==> src/rtl/qdiv_seq.sv <==
// qdiv_seq: sequential restoring divider for signed (Q,N) fixed point with valid/ready handshakes
module qdiv_seq #(
  parameter int Q = 15,
  parameter int N = 32
) (
  input  logic         clk,
  input  logic         rst,
  input  logic         in_valid,
  output logic         in_ready,
  input  logic [N-1:0] a,
  input  logic [N-1:0] b,
  output logic         out_valid,
  input  logic         out_ready,
  output logic [N-1:0] c,
  output logic         div_by_zero,
  output logic         overflow
);
  localparam int W = N + Q;
  localparam int CW = $clog2(W + 1);
  localparam logic [CW-1:0] TOP = CW'(W);
  localparam logic [N-1:0] MAX = {1'b0, {(N-1){1'b1}}};
  localparam logic [N-1:0] MIN = {1'b1, {(N-1){1'b0}}};
  typedef enum logic [1:0] {IDLE, CALC, DONE} state_t;
  state_t state, state_next;
  logic [CW-1:0] cnt;
  logic sign, a_neg, ovf;
  logic [N-1:0] abs_a, abs_b, rem, res;
  logic [N:0] rem_sh, diff;
  logic [W-1:0] dvd, quo, quo_next;
  assign in_ready = state == IDLE;
  assign out_valid = state == DONE;
  assign abs_a = a[N-1] ? -a : a;
  assign rem_sh = {rem, dvd[W-1]};
  assign diff = rem_sh - {1'b0, abs_b};
  assign quo_next = {quo[W-2:0], ~diff[N]};
  // magnitude limits are asymmetric: negative results may reach 2^(N-1)
  assign ovf = sign ? (|quo_next[W-1:N] || (quo_next[N-1] && |quo_next[N-2:0])) : |quo_next[W-1:N-1];
  assign res = ovf ? (sign ? MIN : MAX) : (sign ? -quo_next[N-1:0] : quo_next[N-1:0]);
  // first CALC cycle (cnt==TOP) only screens for a zero divisor
  always_comb begin
    state_next = state;
    if (state == IDLE) state_next = in_valid ? CALC : IDLE;
    else if (state == CALC) state_next = ((cnt == TOP && abs_b == '0) || cnt == '0) ? DONE : CALC;
    else state_next = out_ready ? IDLE : DONE;
  end
  always_ff @(posedge clk) begin
    if (rst) begin
      state <= IDLE;
      cnt <= '0;
      sign <= 1'b0;
      a_neg <= 1'b0;
      abs_b <= '0;
      rem <= '0;
      dvd <= '0;
      quo <= '0;
      c <= '0;
      div_by_zero <= 1'b0;
      overflow <= 1'b0;
    end else begin
      state <= state_next;
      if (state == IDLE && in_valid) begin
        sign <= a[N-1] ^ b[N-1];
        a_neg <= a[N-1];
        abs_b <= b[N-1] ? -b : b;
        dvd <= {abs_a, {Q{1'b0}}};
        rem <= '0;
        quo <= '0;
        cnt <= TOP;
        c <= '0;
        div_by_zero <= 1'b0;
        overflow <= 1'b0;
      end else if (state == CALC) begin
        if (cnt == TOP) begin
          if (abs_b == '0) begin
            c <= a_neg ? MIN : MAX;
            div_by_zero <= 1'b1;
          end
        end else begin
          rem <= diff[N] ? rem_sh[N-1:0] : diff[N-1:0];
          dvd <= dvd << 1;
          quo <= quo_next;
          if (cnt == '0) begin
            c <= res;
            overflow <= ovf;
          end
        end
        if (cnt != '0) cnt <= cnt - 1'b1;
      end
    end
  end
endmodule

==> config.mk <==
export PLATFORM = sky130hd
export DESIGN_NAME = qdiv_seq
export DESIGN_NICKNAME = d
export VERILOG_FILES = /design/src/rtl/qdiv_seq.sv
export SDC_FILE = /design/constraint.sdc
export NUM_CORES = 1
export LEC_CHECK = 0
export ABC_AREA = 1
export BUFFER_PORTS_ARGS = -buffer_cell sky130_fd_sc_hd__buf_4
export CAP_MARGIN = 20
export CORE_MARGIN = 3
export CORE_UTILIZATION = 45
export CTS_BUF_LIST = sky130_fd_sc_hd__clkbuf_8 sky130_fd_sc_hd__clkbuf_16
export DETAILED_ROUTE_END_ITERATION = 7
export SLEW_MARGIN = 20
export SYNTH_ARGS = -nofsm -noshare
export SYNTH_HDL_FRONTEND = slang
export SYNTH_SLANG_ARGS = --single-unit
==> constraint.sdc <==
create_clock -name clk -period 7.1 [get_ports clk]
set_clock_uncertainty 0.15 [all_clocks]
set_input_delay 0.355 -clock clk [delete_from_list [all_inputs] [get_ports clk]]
set_output_delay 0.355 -clock clk [all_outputs]
set_load 0.01 [all_outputs]
# Yosys cells after proc, flatten, opt, wreduce, memory -nomap -nowiden

Cells that the tools add are included.

Bits in registers: 186
Input bits: 68
Output and inout port bits: 36
Logic and storage cells: 70

$add $sub $neg: 5
Equality and inequality tests: 5
Muxes and demuxes: 22
Bitwise operators: 3
Reductions and logical operators: 23

Operators with widths:

| kind                                                               | count |
|---|---|
| 32-bit 2-to-1 mux                                                  | 10 |
| 47-bit 2-to-1 mux                                                  | 3 |
| 32-bit negation                                                    | 3 |
| 33-bit by 32-bit subtractor with 33-bit output                     | 1 |
| 32-bit zero test                                                   | 1 |
| 31-bit OR reduction                                                | 1 |
| 6-bit 2-to-1 mux                                                   | 3 |
| 16-bit OR reduction                                                | 1 |
| 15-bit OR reduction                                                | 1 |
| 3-bit AND reduction                                                | 3 |
| 2-bit 2-to-1 mux                                                   | 4 |
| 2-bit AND reduction                                                | 4 |
| 6-bit == test, second input constant                               | 1 |
| 6-bit zero test                                                    | 1 |
| 2-bit nonzero test                                                 | 3 |
| 6-bit nonzero test                                                 | 1 |
| 6-bit by 1-bit subtractor with 6-bit output, second input constant | 1 |
| 2-bit by 1-bit != test with 1-bit output, second input constant    | 2 |
| 1-bit logical AND                                                  | 3 |
| 2-bit by 1-bit == test with 1-bit output, second input constant    | 1 |
| 2-bit == test, second input constant                               | 1 |
| 2-bit zero test                                                    | 1 |
| 1-bit logical OR                                                   | 2 |
| 1-bit 2-to-1 mux                                                   | 2 |
| 3 further kinds                                                    | 4 |

# Logic depth before layout (Yosys ltp)

Depth after elaboration: 9
Gate-level depth with buffers: 27

# Worst setup path before layout

No wires, ideal clock.

Path type: flip-flop to flip-flop
From: register dvd[46]
To: register c[30]
Setup time: 66 ps
Arrival: 3297 ps
Data required time: 6884 ps
Setup slack: 3586 ps
Cell stages (with the launch flop): 28
Buffers on the path: 1
Cells stage by stage: dfxtp_1 > inv_1 > ha_1 > fa_1 > inv_1 > nand3_1 > nand2_2 > nand2_2 > nand2_2 > nand2_2 > nand2_2 > nand2_2 > nand2_1 > nand2_2 > nand2_4 > buf_2 > ha_1 > nand2_1 > nor2_1 > nand3_1 > nor2_1 > nand4_1 > nand2_1 > o21ai_0 > nor2_1 > xor2_1 > nand2_1 > a21oi_2

Longest elaborated chain between the ends: 9
Elaborated cells between the ends (all ways): 11
Classes of those cells: add/sub (2); mux (5); bitwise (1); reduce/logical (3)

RTL lines:

| what                                                    | RTL line | RTL |
|---|---|---|
| start, declared                                         | 29       | `logic [W-1:0] dvd, quo, quo_next;` |
| start signal, assigned                                  | 65       | `dvd <= {abs_a, {Q{1'b0}}};` |
| start signal, assigned                                  | 80       | `dvd <= dvd << 1;` |
| 33-bit by 32-bit subtractor with 33-bit output (*)      | 34       | `assign diff = rem_sh - {1'b0, abs_b};` |
| 1-bit inverter (*)                                      | 35       | `assign quo_next = {quo[W-2:0], ~diff[N]};` |
| branches (longest 4 deep; another with 32-bit negation) | -        |  |
| 32-bit 2-to-1 mux (*)                                   | 38       | `assign res = ovf ? (sign ? MIN : MAX) : (sign ? -quo_next[N-1:0] : quo_next[N-1:0]);` |
| 32-bit 2-to-1 mux (*)                                   | 82       | `if (cnt == '0) begin` |
| 32-bit 2-to-1 mux (*)                                   | 73       | `if (cnt == TOP) begin` |
| end signal, assigned                                    | 75       | `c <= a_neg ? MIN : MAX;` |
| end signal, assigned                                    | 83       | `c <= res;` |
| end, declared                                           | 14       | `output logic [N-1:0] c,` |

Every way passes the cells marked *. The select of a mux whose other input is x is not followed.
A chain may end at the register's enable or synchronous reset.

# Worst setup path after layout

Ends and elaborated chain as after synthesis.

==> flow_metrics.py <==
metrics = {
    "placed_design": {
        "dpl.hpwl_mm": 22.7,
        "io_buffers": 103,
        "dp_cells": 2143,
        "gp_congestion": 0.911,
    },
    "timing": {
        "period_minus_slack_ns": 4.10,
        "finalHoldViolCount": 0,
        "rsz0062_at_grt": "false",
        "tightestPinTransition_ns": 0.869,
        "timing.fmax_ghz": 0.244,
        "fin_crit_sh": 0.578,
        "relSlewSlack": 0.419,
        "final.setup.tns_ns": 0,
        "slew_violations": 0,
        "setup_viol": 0,
    },
    "hold_path": {
        "holdPathStages": 4,
        "min_path_type": "in2reg",
        "hp-start": "out_ready",
        "whs_endpoint": "state[1]",
    },
    "logic_synthesis": {
        "synthCells": 1780,
        "yosysSeqAreaShare": 0.317,
        "ys_ff_latch": 186,
        "netlist_area_um2": 11800,
        "synth-edff-count": 0,
        "syn_avg_cell_area_um2": 6.60,
        "synth-async-reset-ratio": 0,
        "yosysWarnings": 0,
        "synth_cell_type_count": 51,
        "synth_ff_type": "dfxtp_1",
        "syn_nets": 1886,
    },
    "layout": {
        "ff_latch_area_um2": 3720,
        "layoutNonFillerInstCount": 2175,
        "fillers": 2631,
        "final_common_cell": "nand2_1",
        "nNetsFinal": 1938,
        "multi_input_area_um2": 6960,
        "mostFrequentLayoutCells": "nand2_1, nor2_1, inv_1, a21oi_1, dfxtp_1",
        "final_core_util": 0.523,
        "area_growth_pct": 13.1,
        "drive_gt1_frac": 0.111,
        "antenna_cells": 0,
    },
    "outcome": {
        "status": "finished clean",
    },
    "critical_path": {
        "crit_path_end_kind": "register",
        "reg2reg_depth": 26,
        "reg2reg_to": "c[30]",
        "critical_path_buf_inv_count": 2,
        "start_kind": "register",
        "crit_path_max_fanout": 28,
        "worst_path_most_repeated_cell": "nand2_2",
        "slowest_stage": "fa_1",
        "reg2reg_slack_ns": 3.00,
        "crit_type": "reg2reg",
        "arrival_ns": 4.32,
        "reg2reg_from": "dvd[46]",
        "slowest_delay_ns": 0.41,
        "cpLargestDelayFamily": "simple AND/OR/NAND/NOR gates",
        "required_ns": 7.31,
    },
    "routing": {
        "viasPerCell": 5.25,
        "avgRoutedWirePerCell_um": 14.5,
        "vias": 11400,
        "ant_nets": 0,
        "firstDrtPassIters": 7,
        "wl_mm": 31.5,
        "drc": 0,
        "drtIter0Drc": 741,
    },
    "global_route": {
        "track_usage": 0.224,
        "grt_pass1_vias": 10800,
        "antenna_found_initial": 0,
        "grt_max_degree": 80,
        "grt_pass1_wl_mm": 53.4,
        "grt_overflow": 0,
    },
    "clock_tree": {
        "cts_root_buffer": "clkbuf_16",
        "cts_sinks": 186,
        "numCtsBuffers": 17,
        "cts_max_level": 4,
        "insertion_delay_ns": 0.44,
        "path_clk_slew_ns": 0.08,
        "ctsResizeCount": 0,
        "cts_hold_buf": 0,
        "postCtsSetupBuffers": 0,
        "cts_tree": "done",
        "clockBufferDepth": 2,
    },
    "pwr": {
        "totalPowerFinal_mw": 3.15,
        "power_leakage_nw": 6.11,
        "ir_drop_uv": 133,
        "power_density_nw_per_um2": 237,
    },
    "floorplanning": {
        "dieWidth_um": 168,
        "fp.coreArea_um2": 25400,
        "die_area_um2": 28100,
        "num_rows": 58,
        "io_pins": 104,
        "die_h_um": 168,
        "initial_core_util": 0.463,
    },
    "job": {
        "drv_cap": 0,
    },
}
==> tightest hold or removal path, delay by kind of cell <==
family / cells / cell delay (ns)
compound gates: 1 / 0.07
simple gates: 2 / 0.09
buf+inv: 1 / 0.08
==> layout make-up <==
class,count,share of cell area
tap,330,0.0311
timing repair buffer,112,0.0633
clock inverter,15,0.0137
inverter,197,0.0560
multi-input combinational,1318,0.524
clock buffer,17,0.0320
sequential,186,0.280
==> stage by stage <==
stage               hold slack [ns]  area (um2)  setup slack, ns
global placement              0.299       12700             3.19
global route                 0.0680       13300             2.54
floorplan                     0.295       11800             3.59
finish                       0.0484       13300             3.00
detailed placement            0.300       12700             3.10
CTS                          0.0348       13300             3.05
==> state kept, by name (all words and copies together) (netlist names) <==
signal	cells
a_neg	1
sign	1
div_by_zero	1
rem	32
overflow	1
dvd	32
state	2
c	32
quo	46
cnt	6
abs_b	32
==> where the power goes <==
group / switching, mW / internal (mW)
combinational: 0.645 / 0.328
sequential: 0.0640 / 1.13
clock: 0.480 / 0.507
total: 1.19 / 1.96
==> Yosys cell counts, types with 2 or more instances <==
cell type  count  area [um2]
nand3b_1       2        15.0
nand3b_2       2        22.5
nor3_2         2        20.0
buf_1          4        15.0
a21oi_2       10        87.6
dfxtp_1      186        3720
o211ai_1      33         248
o221ai_1       7        61.3
ha_1          37         463
buf_4          2        15.0
inv_1        192         721
a21oi_1      186         931
or2_2         13        81.3
o21bai_1      14         105
nor2_2         4        25.0
buf_2          5        25.0
inv_2          4        15.0
nand2_2       13        81.3
nor3_1        20         100
nor4_1        22         138
or2_0          2        12.5
a31oi_1        7        43.8
xor2_1        66         578
buf_6          4        45.0
nand3_2        3        30.0
nand3_1       83         415
xnor2_1       19         166
nor2_1       194         728
clkbuf_1      64         240
o21a_1         3        22.5
or2_1          2        12.5
and3_1         3        18.8
nand4_1       17         106
a21o_1         7        52.6
o22ai_1        4        25.0
o21ai_1        3        15.0
nand2_1      358        1340
o21ai_0      170         851
==> worst max-delay path by stage <==
stage | startpoint | endpoint | cells past startpoint
floorplan | dvd[46] | c[30] | 27
global placement | dvd[46] | c[30] | 26
detailed placement | dvd[46] | c[30] | 26
CTS | dvd[46] | c[30] | 26
global route | dvd[46] | c[30] | 26
finish | dvd[46] | c[30] | 26
==> cells by family after synthesis <==
kind of cell             after synthesis  share of synthesized area
AND/OR/NAND/NOR                      745                      0.274
flip-flops                           186                      0.317
XOR/XNOR                              85                     0.0634
adder cells (fa/ha/maj)               38                     0.0411
AO/OA/AOI/OAI                        450                      0.213
buffers and inverters                276                     0.0923
==> routing by layer <==
layer / up-vias / part of all wire / track usage
li1: 5980 / - / -
met1: 5181 / 0.51 / 0.332
met2: 233 / 0.43 / 0.348
met3: 21 / 0.044 / 0.0309
met4: 0 / 0.010 / 0.0498
met5: - / 0 / 0
Note: power is estimated with default switching activity, not from simulation.
